==> src/rtl/lanectrl_pause_initiator_if.sv <==
// Clock-pause handshake bundle between the training sequencer, the pause
// initiator and the lane controller.
//   REQ             : 4-phase update request from the training sequencer
//   CODE_IN         : delay code to apply, sampled when REQ is accepted
//   ACK             : update complete, held until REQ falls
//   BUSY            : initiator is running a sequence
//   HS_IO_CLK_PAUSE : pause request towards the lane pause synchronizer
//   LOAD            : one-cycle strobe, CODE_OUT valid
//   CODE_OUT        : registered delay code presented to the lane controller
// master: training sequencer side; slave: pause initiator side.
interface lanectrl_pause_initiator_if #(
  parameter int CODE_W = 8
);
  logic              REQ;
  logic [CODE_W-1:0] CODE_IN;
  logic              ACK;
  logic              BUSY;
  logic              HS_IO_CLK_PAUSE;
  logic              LOAD;
  logic [CODE_W-1:0] CODE_OUT;

  modport master (
    output REQ,
    output CODE_IN,
    input  ACK,
    input  BUSY,
    input  HS_IO_CLK_PAUSE,
    input  LOAD,
    input  CODE_OUT
  );

  modport slave (
    input  REQ,
    input  CODE_IN,
    output ACK,
    output BUSY,
    output HS_IO_CLK_PAUSE,
    output LOAD,
    output CODE_OUT
  );
endinterface

==> src/rtl/lanectrl_pause_initiator.sv <==
// Initiator side of the lane-controller clock-pause interface.
// On an accepted REQ it pauses the HS IO clock for SETUP_CYCLES, strobes
// LOAD for one cycle with the captured delay code, keeps the pause for
// HOLD_CYCLES, releases it, waits RECOVER_CYCLES and then raises ACK until
// REQ is withdrawn.
//   CLK   : fabric clock, all logic on the rising edge
//   RESET : asynchronous, active-high
//   bus   : handshake / pause / code bundle (slave side)
// Every output is a flop; the next-output logic decodes the next state so
// the outputs line up exactly with the state they belong to.
module lanectrl_pause_initiator #(
  parameter int SETUP_CYCLES   = 3,
  parameter int HOLD_CYCLES    = 2,
  parameter int RECOVER_CYCLES = 4,
  parameter int CODE_W         = 8
) (
  input logic                      CLK,
  input logic                      RESET,
  lanectrl_pause_initiator_if.slave bus
);

  typedef enum logic [2:0] {
    ST_IDLE    = 3'd0,
    ST_SETUP   = 3'd1,
    ST_LOAD    = 3'd2,
    ST_HOLD    = 3'd3,
    ST_RECOVER = 3'd4,
    ST_DONE    = 3'd5
  } state_t;

  // Counter preload values: a phase of N cycles starts at N-1 and the FSM
  // leaves the phase in the cycle the counter reads zero.
  localparam logic [7:0] SETUP_PRELOAD   = 8'(SETUP_CYCLES - 1);
  localparam logic [7:0] HOLD_PRELOAD    = 8'(HOLD_CYCLES - 1);
  localparam logic [7:0] RECOVER_PRELOAD = 8'(RECOVER_CYCLES - 1);

  state_t            state_r;
  state_t            state_s;
  logic [7:0]        cnt_r;
  logic [7:0]        cnt_s;
  logic [CODE_W-1:0] code_r;
  logic [CODE_W-1:0] code_s;
  logic              pause_r;
  logic              pause_s;
  logic              load_r;
  logic              load_s;
  logic              ack_r;
  logic              ack_s;
  logic              busy_r;
  logic              busy_s;

  // Next-state, counter, code capture and next-output decode.
  always_comb begin
    state_s = state_r;
    cnt_s   = cnt_r;
    code_s  = code_r;

    case (state_r)
      ST_IDLE: begin
        if (bus.REQ) begin
          state_s = ST_SETUP;
          cnt_s   = SETUP_PRELOAD;
          code_s  = bus.CODE_IN;
        end else begin
          state_s = ST_IDLE;
        end
      end
      ST_SETUP: begin
        if (cnt_r == 8'd0) begin
          state_s = ST_LOAD;
        end else begin
          cnt_s = cnt_r - 8'd1;
        end
      end
      ST_LOAD: begin
        state_s = ST_HOLD;
        cnt_s   = HOLD_PRELOAD;
      end
      ST_HOLD: begin
        if (cnt_r == 8'd0) begin
          state_s = ST_RECOVER;
          cnt_s   = RECOVER_PRELOAD;
        end else begin
          cnt_s = cnt_r - 8'd1;
        end
      end
      ST_RECOVER: begin
        if (cnt_r == 8'd0) begin
          state_s = ST_DONE;
        end else begin
          cnt_s = cnt_r - 8'd1;
        end
      end
      ST_DONE: begin
        // Only a withdrawn REQ ends the handshake, so a REQ left high can
        // never start a second sequence by itself.
        if (!bus.REQ) begin
          state_s = ST_IDLE;
          cnt_s   = 8'd0;
        end else begin
          state_s = ST_DONE;
        end
      end
      default: begin
        state_s = ST_IDLE;
        cnt_s   = 8'd0;
      end
    endcase

    // Pause covers SETUP, LOAD and HOLD only, so LOAD can never appear
    // without pause and never together with ACK.
    pause_s = (state_s == ST_SETUP) || (state_s == ST_LOAD) || (state_s == ST_HOLD);
    load_s  = (state_s == ST_LOAD);
    ack_s   = (state_s == ST_DONE);
    busy_s  = (state_s != ST_IDLE);
  end

  // State, counter, captured code and output registers.
  always_ff @(posedge CLK or posedge RESET) begin
    if (RESET) begin
      state_r <= ST_IDLE;
      cnt_r   <= 8'd0;
      code_r  <= '0;
      pause_r <= 1'b0;
      load_r  <= 1'b0;
      ack_r   <= 1'b0;
      busy_r  <= 1'b0;
    end else begin
      state_r <= state_s;
      cnt_r   <= cnt_s;
      code_r  <= code_s;
      pause_r <= pause_s;
      load_r  <= load_s;
      ack_r   <= ack_s;
      busy_r  <= busy_s;
    end
  end

  assign bus.HS_IO_CLK_PAUSE = pause_r;
  assign bus.LOAD            = load_r;
  assign bus.ACK             = ack_r;
  assign bus.BUSY            = busy_r;
  assign bus.CODE_OUT        = code_r;

endmodule
==> src/flat_wrapper.sv <==
// flat-port wrapper written by rule: the top's interface ports become plain ports
module lanectrl_pause_initiator_flat 
#(
  parameter int SETUP_CYCLES   = 3,
  parameter int HOLD_CYCLES    = 2,
  parameter int RECOVER_CYCLES = 4,
  parameter int CODE_W         = 8
)
  (CLK, RESET, bus_REQ, bus_CODE_IN, bus_ACK, bus_BUSY, bus_HS_IO_CLK_PAUSE, bus_LOAD, bus_CODE_OUT);
  lanectrl_pause_initiator_if #(.CODE_W(CODE_W)) bus_i ();
  input logic CLK;
  input logic RESET;
  input wire logic [$bits(bus_i.REQ)-1:0] bus_REQ;
  input wire logic [$bits(bus_i.CODE_IN)-1:0] bus_CODE_IN;
  output wire logic [$bits(bus_i.ACK)-1:0] bus_ACK;
  output wire logic [$bits(bus_i.BUSY)-1:0] bus_BUSY;
  output wire logic [$bits(bus_i.HS_IO_CLK_PAUSE)-1:0] bus_HS_IO_CLK_PAUSE;
  output wire logic [$bits(bus_i.LOAD)-1:0] bus_LOAD;
  output wire logic [$bits(bus_i.CODE_OUT)-1:0] bus_CODE_OUT;
  assign bus_i.REQ = bus_REQ;
  assign bus_i.CODE_IN = bus_CODE_IN;
  assign bus_ACK = bus_i.ACK;
  assign bus_BUSY = bus_i.BUSY;
  assign bus_HS_IO_CLK_PAUSE = bus_i.HS_IO_CLK_PAUSE;
  assign bus_LOAD = bus_i.LOAD;
  assign bus_CODE_OUT = bus_i.CODE_OUT;
  lanectrl_pause_initiator #(.SETUP_CYCLES(SETUP_CYCLES), .HOLD_CYCLES(HOLD_CYCLES), .RECOVER_CYCLES(RECOVER_CYCLES), .CODE_W(CODE_W)) u_core (.CLK(CLK), .RESET(RESET), .bus(bus_i));
endmodule
==> config.mk <==
export PLATFORM = sky130hd
export DESIGN_NAME = lanectrl_pause_initiator_flat
export DESIGN_NICKNAME = d
export VERILOG_FILES = /design/src/rtl/lanectrl_pause_initiator_if.sv /design/src/rtl/lanectrl_pause_initiator.sv /design/src/flat_wrapper.sv
export SDC_FILE = /design/constraint.sdc
export NUM_CORES = 1
export LEC_CHECK = 0
export ABC_AREA = 1
export BUFFER_PORTS_ARGS = -buffer_cell sky130_fd_sc_hd__buf_2
export CAP_MARGIN = 10
export CORE_ASPECT_RATIO = 1.75
export CORE_MARGIN = 2
export CORE_UTILIZATION = 44
export CTS_BUF_LIST = sky130_fd_sc_hd__clkbuf_4 sky130_fd_sc_hd__clkbuf_8 sky130_fd_sc_hd__clkbuf_16
export DETAILED_ROUTE_END_ITERATION = 10
export GPL_TIMING_DRIVEN = 0
export PLACE_DENSITY = 0.65
export SLEW_MARGIN = 20
export SYNTH_ARGS = -nofsm -noshare
export SYNTH_HDL_FRONTEND = slang
export SYNTH_SLANG_ARGS = --single-unit
==> constraint.sdc <==
create_clock -name CLK -period 1.88 [get_ports CLK]
set_clock_uncertainty 0.1 [all_clocks]
set_input_delay 0.188 -clock CLK [delete_from_list [all_inputs] [get_ports CLK]]
set_output_delay 0.188 -clock CLK [all_outputs]
set_load 0.02 [all_outputs]
==> results_dict.tcl, run 1 <==
set metrics [dict create \
    status "finished, violations left" \
    violations "negative hold slack" \
    hold_slack_ns -0.00406 \
    syn_inst 175 \
    die_x_um 44.5 \
    nFillCells 252 \
    tightest_slew_ns 0.880 \
    grt_pass1_wl_um 4750 \
    diodes 0 \
    setup_viol 0 \
    netlist_area_um2 1260 \
    required_ns 1.92 \
    seqCellArea_um2 576 \
    dr.pass1.iters 4 \
    final-hold-violation-count 13 \
    synth_top_area_cell "dfrtp_1" \
    wl_met3_um 79 \
    place.detailed.hpwl_um 2060 \
    path_clk_slew_ns 0.08 \
    ys_types 19 \
    peakVddDrop_v 0.000807 \
    fmax_mhz 595 \
    crit_slowest_cell "dfrtp_1" \
    ys_seq_area_frac 0.455 \
    final_common_cell "nand2_1" \
    rows 25 \
    dr_wl_met2_um 1450 \
    multi_input_comb_area_um2 586 \
    mostFrequentLayoutCells "nand2_1 (65), buf_2 (23), dfrtp_1 (23)" \
    routed.top_layer "met4" \
    die_area_um2 3330 \
    grt_overflow_total 0 \
    area_growth_pct 15.0 \
    path_cells "inv_1 > ha_1 > nand2_2 > nor2_8 > o21ai_1 > nor2_1 > nand3_1" \
    fin_crit_ns 1.68 \
    io_pins 23 \
    path_buf_inv 1 \
    synth_nets 187 \
    period_share 0.894 \
    tns_ns 0 \
    worstPathArrival_ns 1.72 \
    crit_type "register to register" \
    grt_max_degree 24 \
    numCtsBuffers 3 \
    fin_ws_ns 0.199 \
    netlist.area_leader.share 0.455 \
    gp_congestion 0.817 \
    end_kind "register" \
    coreArea_um2 2720 \
    rsz0062_at_grt "no" \
    grt_usage 0.189 \
    critical-path-top-delay-family "simple AND/OR/NAND/NOR gates" \
    max-cap-violations 0 \
    power.leakage_nw 0.885 \
    ant_nets 0 \
    ys_seq_elements 23 \
    htreeDepth 1 \
    max_stage_delay_ns 0.37 \
    antenna_found_initial 0 \
    start_kind "register" \
    clk_latency_ns 0.26 \
    total_power_mw 2.71 \
    cp_max_fo 8 \
    drive_gt1_frac 0.199 \
    avgViaCountPerCell 5.10 \
    met1_length_um 1160 \
    start_util 0.464 \
    nets 214 \
    synth_warnings 0 \
    pre_cts_slack_ns 0.231 \
    die_h_um 74.9 \
    powerDensity_nw_per_um2 1870 \
    cts.sinks 23 \
    wire_per_inst_um 11.9 \
    synthTopCellsByArea "dfrtp_1 (46%), nand2_1 (19%), nand3_1 (6.7%)" \
    drtIter0Drc 37 \
    slew_violations 0 \
    synth.avg_cell_area_um2 7.22 \
    hold_buffers 0 \
    cts_root_buf "clkbuf_8" \
    clock_path_buffers 2 \
    cts_setup_buffers 0 \
    cts_tree "done" \
    cts_resized 0 \
    port_buffers 22 \
    min_path_type "input pin to async pin" \
    drc 0 \
    vias 1163 \
    routed_wl_um 2710 \
    max-slew-margin-rel 0.413 \
    first_global_vias 1091 \
]
==> where the power goes <==
group / internal (mW) / total, mW / switching, mW
clock network: 0.148 / 0.303 / 0.155
registers: 0.707 / 0.847 / 0.140
logic: 0.501 / 1.56 / 1.06
total: 1.36 / 2.71 / 1.36
==> worst register-to-register path, cell delays in order (launching register included) <==
cell,delay [ns]
dfrtp_1,0.37
inv_1,0.14
ha_1,0.25
nand2_2,0.15
nor2_8,0.20
o21ai_1,0.11
nor2_1,0.15
nand3_1,0.09
==> state kept, by name (all words and copies together), names as in the netlist <==
| signal | cells |
|---|---|
| u_core.cnt_r | 8 |
| u_core.state_r | 3 |
| u_core.bus.HS_IO_CLK_PAUSE | 1 |
| u_core.bus.ACK | 1 |
| u_core.bus.CODE_OUT | 8 |
| u_core.bus.LOAD | 1 |
| u_core.bus.BUSY | 1 |
==> cell families after synthesis <==
group	Yosys count	synth area share
and+or+nand+nor	116	0.407
xor gates and xnor gates	1	0.00693
buffers and inverters	27	0.0812
DFF	23	0.455
AOI/OAI and AO/OA	7	0.0396
adders and majority gates	1	0.00990
==> metrics by stage <==
| step | instances | cell area, um2 | utilization |
|---|---|---|---|
| after floorplan | 175 | 1260 | - |
| after global placement | 224 | 1410 | 0.517 |
| after detailed placement | 224 | 1410 | 0.517 |
| after CTS | 228 | 1450 | 0.534 |
| after global routing | 228 | 1450 | 0.534 |
| final | 228 | 1450 | 0.534 |
==> area by class of cell <==
class                   instances  share of cell area
inverters                      26              0.0671
multi-input cells             125               0.403
repair buffers                 22              0.0757
flip-flops and latches         23               0.396
clock buffers                   3              0.0284
well taps                      27              0.0232
clock inverters                 1             0.00344
plain buffers                   1             0.00344
==> path summary, 6_finish.rpt <==
check                                                    from                                 end  slack [ns]  cells past startpoint
setup / recovery                  u_core.cnt_r[0]$_DFFE_PP0P_           u_core.bus.BUSY$_DFF_PP0_        0.20                      7
hold / removal                                          RESET  u_core.bus.CODE_OUT[3]$_DFFE_PP0P_      -0.004                      2
setup reg to reg                  u_core.cnt_r[0]$_DFFE_PP0P_           u_core.bus.BUSY$_DFF_PP0_        0.20                      7
hold reg to reg            u_core.bus.CODE_OUT[6]$_DFFE_PP0P_  u_core.bus.CODE_OUT[6]$_DFFE_PP0P_        0.39                      2
max in group asynchronous                               RESET         u_core.cnt_r[2]$_DFFE_PP0P_        1.14                      2
min in group CLK                               bus_CODE_IN[4]  u_core.bus.CODE_OUT[4]$_DFFE_PP0P_        0.01                      3
==> cells in the mapped netlist <==
cell type and instances:
nor2_2 1, nor2_1 20, inv_2 4, nor2_8 1, buf_2 1, o2111ai_1 1, a21oi_1 1, nand2_4 1
dfrtp_1 23, nand4_1 6, a21oi_4 1, xor2_1 1, nand2_1 65, inv_1 22, ha_1 1, o21ai_1 4
nand3_1 17, nand3_2 1, nand2_2 4
==> per-layer routing <==
| layer | vias to the layer above | global-route usage |
|---|---|---|
| met4 | 0 | 0.0707 |
| met5 | - | 0 |
| met1 | 544 | 0.224 |
| met2 | 22 | 0.333 |
| met3 | 2 | 0.0288 |
| li1 | 595 | - |
No activity file was read; power rests on OpenSTA's default activity.
==> run 2, diff against run 1 <==
--- a/config.mk
+++ b/config.mk
@@ -13,7 +13,7 @@
 export CORE_UTILIZATION = 44
 export CTS_BUF_LIST = sky130_fd_sc_hd__clkbuf_4 sky130_fd_sc_hd__clkbuf_8 sky130_fd_sc_hd__clkbuf_16
 export DETAILED_ROUTE_END_ITERATION = 10
-export GPL_TIMING_DRIVEN = 0
+export GPL_TIMING_DRIVEN = 1
 export PLACE_DENSITY = 0.65
 export SLEW_MARGIN = 20
 export SYNTH_ARGS = -nofsm -noshare
==> results_dict.tcl, run 2 (synthesized netlist as in run 1, its figures left out) <==
set metrics [dict create \
    status "complete, no violations" \
    end_kind "register" \
    multi_input_comb_area_um2 586 \
    path_clk_slew_ns 0.07 \
    diodes 0 \
    required_ns 1.92 \
    seqCellArea_um2 576 \
    die_h_um 74.9 \
    mostFrequentLayoutCells "nand2_1 (65), dfrtp_1 (23), inv_1 (22), buf_2 (22), nor2_1 (20)" \
    period_share 0.854 \
    start_kind "register" \
    setup_viol 0 \
    globalRouteMet2Util 0.337 \
    cts_resized 0 \
    nFillCells 272 \
    slew_violations 0 \
    die_area_um2 3330 \
    htreeDepth 1 \
    cts_tree "done" \
    rsz0062_at_grt "no" \
    drive_gt1_frac 0.202 \
    vias 1159 \
    final_common_cell "nand2_1" \
    gp_congestion 0.847 \
    busiest_layer "met2" \
    final-hold-violation-count 0 \
    hold_slack_ns 0.0213 \
    avgViaCountPerCell 5.04 \
    drtIter0Drc 38 \
    antenna_found_initial 0 \
    start_util 0.464 \
    peakVddDrop_v 0.000968 \
    drc 0 \
    grt_usage 0.187 \
    cp_max_fo 8 \
    grt_overflow_total 0 \
    max-slew-margin-rel 0.805 \
    nets 216 \
    coreArea_um2 2720 \
    routed_wl_um 2610 \
    power.leakage_nw 0.896 \
    fin_ws_ns 0.275 \
    tns_ns 0 \
    clk_latency_ns 0.26 \
    clock_path_buffers 2 \
    die_x_um 44.5 \
    use_met1 0.214 \
    first_global_vias 1087 \
    min_path_type "input pin to register" \
    crit_type "register to register" \
    dr.pass1.iters 4 \
    ant_nets 0 \
    cts_root_buf "clkbuf_8" \
    grt_use_met3 0.0312 \
    pre_cts_slack_ns 0.271 \
    grt_max_degree 24 \
    worstPathArrival_ns 1.64 \
    powerDensity_nw_per_um2 1830 \
    fmax_mhz 623 \
    wire_per_inst_um 11.4 \
    port_buffers 22 \
    area_growth_pct 16.8 \
    max-cap-violations 0 \
    numCtsBuffers 3 \
    fin_crit_ns 1.61 \
    cts.sinks 23 \
    tightest_slew_ns 0.292 \
    rows 25 \
    place.detailed.hpwl_um 2050 \
    io_pins 23 \
    grt_pass1_wl_um 4670 \
]
-- run 2: cell count changes in the layout (fill, tap and decap cells not counted), sizes merged --
cell / change
buf: +1
clkbuf: +1
clkinv: -1
dlygate4sd3: +1
-- run 2: timing repair --
action,CTS,global route
buffers inserted,0,0
hold endpoints to repair,23,0
hold buffers,1,0
-- run 2: metrics by stage --
step | total power, mW | utilization | instance area (um2) | instances
floorplan | 2.03 | - | 1260 | 175
global placement | 2.35 | 0.521 | 1420 | 225
detailed placement | 2.41 | 0.521 | 1420 | 225
CTS | 2.72 | 0.543 | 1480 | 230
global route | 2.97 | 0.543 | 1480 | 230
finish | 2.70 | 0.543 | 1480 | 230
-- run 2: cell type report --
cell class                 instances  area share
tap                               27      0.0229
inverter                          26      0.0661
multi-input combinational        125       0.397
sequential                        23       0.390
clock buffer                       4      0.0331
timing repair buffer              25      0.0915
-- run 2: where the power goes --
group          switching (mW)  leakage (nW)  internal, mW
Clock                   0.139        0.0262         0.165
Sequential              0.142         0.291         0.708
Combinational            1.04         0.579         0.507
Total                    1.32         0.896          1.38
-- run 2: critical path: stages, from the launching register on --
cell	delay [ns]
dfrtp_1	0.36
inv_1	0.12
ha_1	0.24
nand2_2	0.14
nor2_8	0.19
o21ai_1	0.10
nor2_1	0.14
nand3_1	0.08
-- run 2: layer usage --
metal | wire length, um | part of all wire
met1 | 1110 | 0.42
met2 | 1370 | 0.52
met3 | 94 | 0.036
met4 | 44 | 0.017
met5 | 0 | 0
-- run 2: path summary, 6_finish.rpt --
check | startpoint | endpoint | slack (ns) | depth (start not counted)
max | u_core.cnt_r[0]$_DFFE_PP0P_ | u_core.bus.BUSY$_DFF_PP0_ | 0.27 | 7
min | bus_CODE_IN[7] | u_core.bus.CODE_OUT[7]$_DFFE_PP0P_ | 0.02 | 3
max reg2reg | u_core.cnt_r[0]$_DFFE_PP0P_ | u_core.bus.BUSY$_DFF_PP0_ | 0.27 | 7
min reg2reg | u_core.bus.CODE_OUT[1]$_DFFE_PP0P_ | u_core.bus.CODE_OUT[1]$_DFFE_PP0P_ | 0.38 | 2
max in group asynchronous | RESET | u_core.cnt_r[1]$_DFFE_PP0P_ | 1.05 | 4
min in group asynchronous | RESET | u_core.bus.CODE_OUT[3]$_DFFE_PP0P_ | 0.41 | 4
